`src/rtl/clkctrl_phi2_prog_if.sv`:
```
// Bus between the CPU-clock switch and its environment: host clock, controls, CPU clock and status.
interface clkctrl_phi2_prog_if #(
   parameter int DIV_W     = 4,
   parameter int DEL_SEL_W = 2
);
   logic                 lsclk_in;
   logic                 hsclk_sel;
   logic [DIV_W-1:0]     cpuclk_div;
   logic [DEL_SEL_W-1:0] delay_sel;
   logic                 clkout;
   logic                 hsclk_selected;
   logic                 lsclk_selected;
   logic                 switch_busy;
   logic                 ls_timeout;

   modport master (
      output lsclk_in, hsclk_sel, cpuclk_div, delay_sel,
      input  clkout, hsclk_selected, lsclk_selected, switch_busy, ls_timeout
   );

   modport slave (
      input  lsclk_in, hsclk_sel, cpuclk_div, delay_sel,
      output clkout, hsclk_selected, lsclk_selected, switch_busy, ls_timeout
   );
endinterface

```
`src/rtl/clkctrl_phi2_prog.sv`:
```
// CPU clock switch: programmable hsclk divide or delayed host clock, every switch parked
// with the output high so neither phase is ever shortened.
module clkctrl_phi2_prog #(
   parameter int DIV_W     = 4,
   parameter int DEL_DEPTH = 4,
   parameter int DEL_SEL_W = 2,
   parameter int TMO_W     = 8
) (
   input  logic                   hsclk_in,
   input  logic                   rst_b,
   clkctrl_phi2_prog_if.slave     bus
);
   typedef enum logic [1:0] {LS_RUN, LS_PARK, HS_RUN, HS_PARK} state_t;

   state_t               r_state, w_nxt;
   logic [DEL_DEPTH-1:0] r_del;
   logic                 r_tap_prev, r_sel_m, r_sel_s;
   logic [DIV_W-1:0]     r_cnt, r_div_l;
   logic                 r_hs_ph;
   logic [TMO_W-1:0]     r_tmo;
   logic                 r_clkout, r_hs_selected, r_ls_selected, r_busy, r_timeout;
   logic                 w_tap, w_rise, w_wrap, w_hs_load, w_hs_run, w_hs_ph_nxt;

   always_comb begin
      // Out-of-range taps clamp to the deepest stage.
      w_tap = r_del[DEL_DEPTH-1];
      for (int i = 0; i < DEL_DEPTH; i++)
         if (int'(bus.delay_sel) == i) w_tap = r_del[i];
      w_rise = w_tap & ~r_tap_prev;

      w_nxt = r_state;
      case (r_state)
         LS_RUN:  if (r_sel_s && w_tap) w_nxt = LS_PARK;
         LS_PARK: if (!r_sel_s) w_nxt = LS_RUN;
                  else if (!w_tap) w_nxt = HS_RUN;
         HS_RUN:  if (!r_sel_s && r_hs_ph) w_nxt = HS_PARK;
         HS_PARK: if (r_sel_s) w_nxt = HS_RUN;
                  else if (w_rise) w_nxt = LS_RUN;
         default: w_nxt = LS_RUN;
      endcase

      w_wrap      = (r_cnt == r_div_l);
      w_hs_load   = (r_state != HS_RUN) && (w_nxt == HS_RUN);
      w_hs_run    = (r_state == HS_RUN) && (w_nxt == HS_RUN);
      w_hs_ph_nxt = w_hs_load ? 1'b1 : ((w_hs_run && w_wrap) ? ~r_hs_ph : r_hs_ph);
   end

   always_ff @(posedge hsclk_in or negedge rst_b) begin
      if (!rst_b) begin
         r_state       <= LS_RUN;
         r_del         <= '0;
         r_tap_prev    <= 1'b0;
         r_sel_m       <= 1'b0;
         r_sel_s       <= 1'b0;
         r_cnt         <= '0;
         r_div_l       <= '0;
         r_hs_ph       <= 1'b0;
         r_tmo         <= '0;
         r_clkout      <= 1'b0;
         r_hs_selected <= 1'b0;
         r_ls_selected <= 1'b1;
         r_busy        <= 1'b0;
         r_timeout     <= 1'b0;
      end else begin
         r_del      <= {r_del[DEL_DEPTH-2:0], bus.lsclk_in};
         r_tap_prev <= w_tap;
         r_sel_m    <= bus.hsclk_sel;
         r_sel_s    <= r_sel_m;
         r_state    <= w_nxt;
         r_hs_ph    <= w_hs_ph_nxt;

         // An abort out of HS_PARK keeps the divide latched before the park.
         if (w_hs_load) begin
            r_cnt <= '0;
            if (r_state == LS_PARK) r_div_l <= bus.cpuclk_div;
         end else if (w_hs_run) begin
            if (w_wrap) begin
               r_cnt <= '0;
               if (!r_hs_ph) r_div_l <= bus.cpuclk_div;
            end else begin
               r_cnt <= r_cnt + 1'b1;
            end
         end

         if (r_state == HS_PARK && w_nxt == HS_PARK) begin
            if (&r_tmo) r_timeout <= 1'b1;
            else        r_tmo     <= r_tmo + 1'b1;
         end else begin
            r_tmo <= '0;
         end

         case (w_nxt)
            LS_RUN:  r_clkout <= w_tap;
            HS_RUN:  r_clkout <= w_hs_ph_nxt;
            default: r_clkout <= 1'b1;
         endcase
         r_hs_selected <= (w_nxt == HS_RUN);
         r_ls_selected <= (w_nxt == LS_RUN);
         r_busy        <= (w_nxt == LS_PARK) || (w_nxt == HS_PARK);
      end
   end

   assign bus.clkout         = r_clkout;
   assign bus.hsclk_selected = r_hs_selected;
   assign bus.lsclk_selected = r_ls_selected;
   assign bus.switch_busy    = r_busy;
   assign bus.ls_timeout     = r_timeout;
endmodule

```
`src/flat_wrapper.sv`:
```
// flat-port wrapper written by rule: the top's interface ports become plain ports
module clkctrl_phi2_prog_flat 
#(
   parameter int DIV_W     = 4,
   parameter int DEL_DEPTH = 4,
   parameter int DEL_SEL_W = 2,
   parameter int TMO_W     = 8
)
  (hsclk_in, rst_b, bus_lsclk_in, bus_hsclk_sel, bus_cpuclk_div, bus_delay_sel, bus_clkout, bus_hsclk_selected, bus_lsclk_selected, bus_switch_busy, bus_ls_timeout);
  clkctrl_phi2_prog_if #(.DIV_W(DIV_W), .DEL_SEL_W(DEL_SEL_W)) bus_i ();
  input  logic hsclk_in;
  input  logic rst_b;
  input wire logic [$bits(bus_i.lsclk_in)-1:0] bus_lsclk_in;
  input wire logic [$bits(bus_i.hsclk_sel)-1:0] bus_hsclk_sel;
  input wire logic [$bits(bus_i.cpuclk_div)-1:0] bus_cpuclk_div;
  input wire logic [$bits(bus_i.delay_sel)-1:0] bus_delay_sel;
  output wire logic [$bits(bus_i.clkout)-1:0] bus_clkout;
  output wire logic [$bits(bus_i.hsclk_selected)-1:0] bus_hsclk_selected;
  output wire logic [$bits(bus_i.lsclk_selected)-1:0] bus_lsclk_selected;
  output wire logic [$bits(bus_i.switch_busy)-1:0] bus_switch_busy;
  output wire logic [$bits(bus_i.ls_timeout)-1:0] bus_ls_timeout;
  assign bus_i.lsclk_in = bus_lsclk_in;
  assign bus_i.hsclk_sel = bus_hsclk_sel;
  assign bus_i.cpuclk_div = bus_cpuclk_div;
  assign bus_i.delay_sel = bus_delay_sel;
  assign bus_clkout = bus_i.clkout;
  assign bus_hsclk_selected = bus_i.hsclk_selected;
  assign bus_lsclk_selected = bus_i.lsclk_selected;
  assign bus_switch_busy = bus_i.switch_busy;
  assign bus_ls_timeout = bus_i.ls_timeout;
  clkctrl_phi2_prog #(.DIV_W(DIV_W), .DEL_DEPTH(DEL_DEPTH), .DEL_SEL_W(DEL_SEL_W), .TMO_W(TMO_W)) u_core (.hsclk_in(hsclk_in), .rst_b(rst_b), .bus(bus_i));
endmodule
```
`config.mk`:
```
export PLATFORM = sky130hd
export DESIGN_NAME = clkctrl_phi2_prog_flat
export DESIGN_NICKNAME = d
export VERILOG_FILES = /design/src/rtl/clkctrl_phi2_prog_if.sv /design/src/rtl/clkctrl_phi2_prog.sv /design/src/flat_wrapper.sv
export SDC_FILE = /design/constraint.sdc
export NUM_CORES = 1
export LEC_CHECK = 0
export CORE_AREA = 2 2 66 68
export CTS_BUF_LIST = sky130_fd_sc_hd__clkbuf_8
export DETAILED_ROUTE_END_ITERATION = 10
export DIE_AREA = 0 0 68 70
export PLACE_DENSITY = 0.67
export SETUP_SLACK_MARGIN = 0.4
export SKIP_LAST_GASP = 1
export SLEW_MARGIN = 5
export SYNTH_ARGS = -nofsm -noshare
export SYNTH_HDL_FRONTEND = slang
export SYNTH_SLANG_ARGS = --single-unit
```
`constraint.sdc`:
```
create_clock -name hsclk_in -period 1.7 [get_ports hsclk_in]
set_input_delay 0.34 -clock hsclk_in [delete_from_list [all_inputs] [get_ports hsclk_in]]
set_output_delay 0.34 -clock hsclk_in [all_outputs]
set_load 0.02 [all_outputs]
```
==> results.json <==
{
  "reg2reg_from": "u_core.r_del[1]",
  "rows": 24,
  "numCtsBuffers": 5,
  "postSynth.asyncResetShare_pct": 100,
  "die_x_um": 68,
  "synth-xor-area-share_pct": 5.11,
  "utilization_pct": 47.7,
  "grt_max_degree": 31,
  "status": "complete, but fails checks",
  "synth_edf_count": 0,
  "synth_area_um2": 1370,
  "maxSlewViolCount": 0,
  "worstHoldPathType": "reg2reg",
  "cp-start-kind": "flip-flop",
  "synth_top_family_by_area": "simple AND/OR/NAND/NOR gates",
  "synth_seq_area_share_pct": 54.9,
  "wl_per_cell_um": 14.4,
  "hold_slack_ns": 0.348,
  "io_pins": 15,
  "path_clk_slew_ns": 0.06,
  "gp_congestion": 0.827,
  "antenna_left": 0,
  "vdd_drop_max_mv": 0.518,
  "synth-main-ff-cell": "dfrtp_1",
  "worst_slack_ns": -0.0221,
  "place_area_um2": 1690,
  "num_vias": 1090,
  "timing.fmax_mhz": 581,
  "rsz0062_at_grt": "true",
  "cts_hold_buf": 0,
  "critPathKind": "reg2reg",
  "synthAdderAreaFrac_pct": 1.83,
  "synth.distinct_cells": 38,
  "yosys.area.top_type": "dfrtp_1",
  "syn_area_per_cell_um2": 11.8,
  "tns_ns": -0.0545,
  "die_h_um": 70,
  "coreArea_um2": 4140,
  "die_area_um2": 4760,
  "critPathRequiredTime_ns": 1.87,
  "viasPerCell": 5.09,
  "fin_crit_ns": 1.72,
  "clkSinkCount": 30,
  "fin_nets": 173,
  "clk_latency_ns": 0.29,
  "violations": "setup timing",
  "fill_cells": 366,
  "finalSetupViolCount": 3,
  "drtIter0Drc": 52,
  "drt-pass1-iter-count": 4,
  "grt.overflow.total": 0,
  "synthSimpleGateAreaFrac_pct": 16.9,
  "grt_pass1_wl_um": 4950,
  "syn_inst": 116,
  "track_usage_pct": 14.3,
  "crit_path_start": "u_core.r_del[1]",
  "synth_area_leaders": "dfrtp_1 (53%), mux2_2 (4.9%), xor2_1 (4.5%)",
  "period_share_pct": 101,
  "p_per_area_nw_per_um2": 1130,
  "ys_seq_elements": 30,
  "root_buffer": "clkbuf_8",
  "p_total_mw": 2.23,
  "hpwl_um": 1910,
  "synth_top_area_share_pct": 53.0,
  "hp-start": "u_core.r_sel_m",
  "relSlewSlack_pct": 75.8,
  "fin_worst_skew_ns": 0.00716,
  "hold_violations": 0,
  "crit_arrival_ns": 1.90,
  "start_util_pct": 33.1,
  "first_global_vias": 1061,
  "antenna_cells": 0,
  "muxShareOfSynthArea_pct": 9.50,
  "port_buffers": 14,
  "ctsLongestPathBuffers": 2,
  "syn_to_final_growth_pct": 44.3,
  "ys_warn_count": 0,
  "end_kind": "flip-flop",
  "fin_area_um2": 1980,
  "leakage_nw": 0.858,
  "synth_compound_area_share_pct": 10.1,
  "drv_cap": 0,
  "tritoncts": "done",
  "cp_max_fo": 5,
  "tightest_slew_ns": 0.353,
  "cts.htree.levels": 2,
  "post-route-drc-count": 0,
  "antenna_found_initial": 0,
  "wl_um": 3080,
  "drive_above_1_share_pct": 40.7,
  "synth_nets": 128
}
## metal layers
metal	routed length (um)	part of all wire [%]	global-route usage, %
met1	1260	41	18.3
met2	1610	52	20.7
met3	102	3.3	3.38
met4	105	3.4	10.4
met5	0	0	0
## stage by stage
| step | worst slack [ns] | instances |
|---|---|---|
| floorplan | 0.0111 | 116 |
| global placement | -0.602 | 194 |
| detailed placement | -0.663 | 194 |
| CTS | -0.0281 | 208 |
| global route | -0.0633 | 214 |
| finish | -0.0221 | 214 |
## synthesized netlist by cell type, drive strengths merged (3+ instances only)
cell	number
nand2b	4
dfrtp	29
nand2	4
nand3	4
a21oi	5
nor2	13
nor3	3
mux2i	4
xor2	7
nor2b	4
mux2	6
o21bai	3
## area by class of cell
type                            instances  area [um2]  share of cell area [%]
Clock inverter                          2        8.76                   0.443
Timing Repair Buffer                   39         340                    17.2
Sequential cell                        30         753                    38.1
Tap cell                               52        65.1                    3.29
Clock buffer                            6        82.6                    4.18
Multi-Input combinational cell         83         717                    36.3
Inverter                                2        10.0                   0.506
## worst paths after layout
kind,end,slack [ns],cells after the start
hold / removal,u_core.r_sel_s,0.35,0
setup reg to reg,u_core.r_cnt[0],-0.02,5
setup / recovery,u_core.r_cnt[0],-0.02,5
min in group asynchronous,u_core.bus.ls_timeout,0.43,2
hold reg to reg,u_core.r_sel_s,0.35,0
max in group asynchronous,u_core.bus.lsclk_selected,0.95,2
## power by group
part           internal [mW]  total, mW  switching, mW  leakage, nW
Combinational          0.402      0.702          0.300        0.427
Sequential             0.832      0.936          0.104        0.378
Clock                  0.320      0.589          0.269       0.0524
## registers in the layout, summed over array words and instances, names as in the netlist
name                       cells
u_core.r_hs_ph                 1
u_core.r_tmo                   8
u_core.r_sel_m                 1
u_core.r_state                 2
u_core.bus.hsclk_selected      1
u_core.r_del                   4
u_core.r_tap_prev              1
u_core.r_cnt                   4
u_core.bus.lsclk_selected      1
u_core.r_sel_s                 1
u_core.bus.ls_timeout          1
u_core.bus.clkout              1
u_core.r_div_l                 4
## cells by family after synthesis
family	after synthesis
AO/OA/AOI/OAI	20
XOR/XNOR	8
adder cells (fa/ha/maj)	2
flip-flops	30
buffers and inverters	4
AND/OR/NAND/NOR	41
multiplexers	11
## layout by cell type, fill, tap and decap left out, types with 3 or more instances in the layout
master           instances
a21oi_2                  3
buf_4                   22
buf_6                    5
clkbuf_8                 6
clkdlybuf4s50_1          7
dfrtp_1                 28
mux2_2                   5
mux2i_1                  3
nand2_1                  4
nand2b_1                 4
nand3_1                  4
nor2_1                   8
nor2_2                   5
nor2b_1                  3
xor2_1                   7
## critical path: stages, from the launching register on
cell,delay (ns)
dfrtp_1,0.38
mux4_2,0.53
buf_6,0.16
o21bai_4,0.18
a21oi_4,0.09
mux2_4,0.27
## what timing repair did
item | CTS | global route
gates cloned | 1 | 0
endpoints found under the setup margin | 28 | 24
pin swaps | 4 | 9
gates resized for setup | 29 | 16
setup buffers | 5 | 6
(Power assumes the default switching activity.)
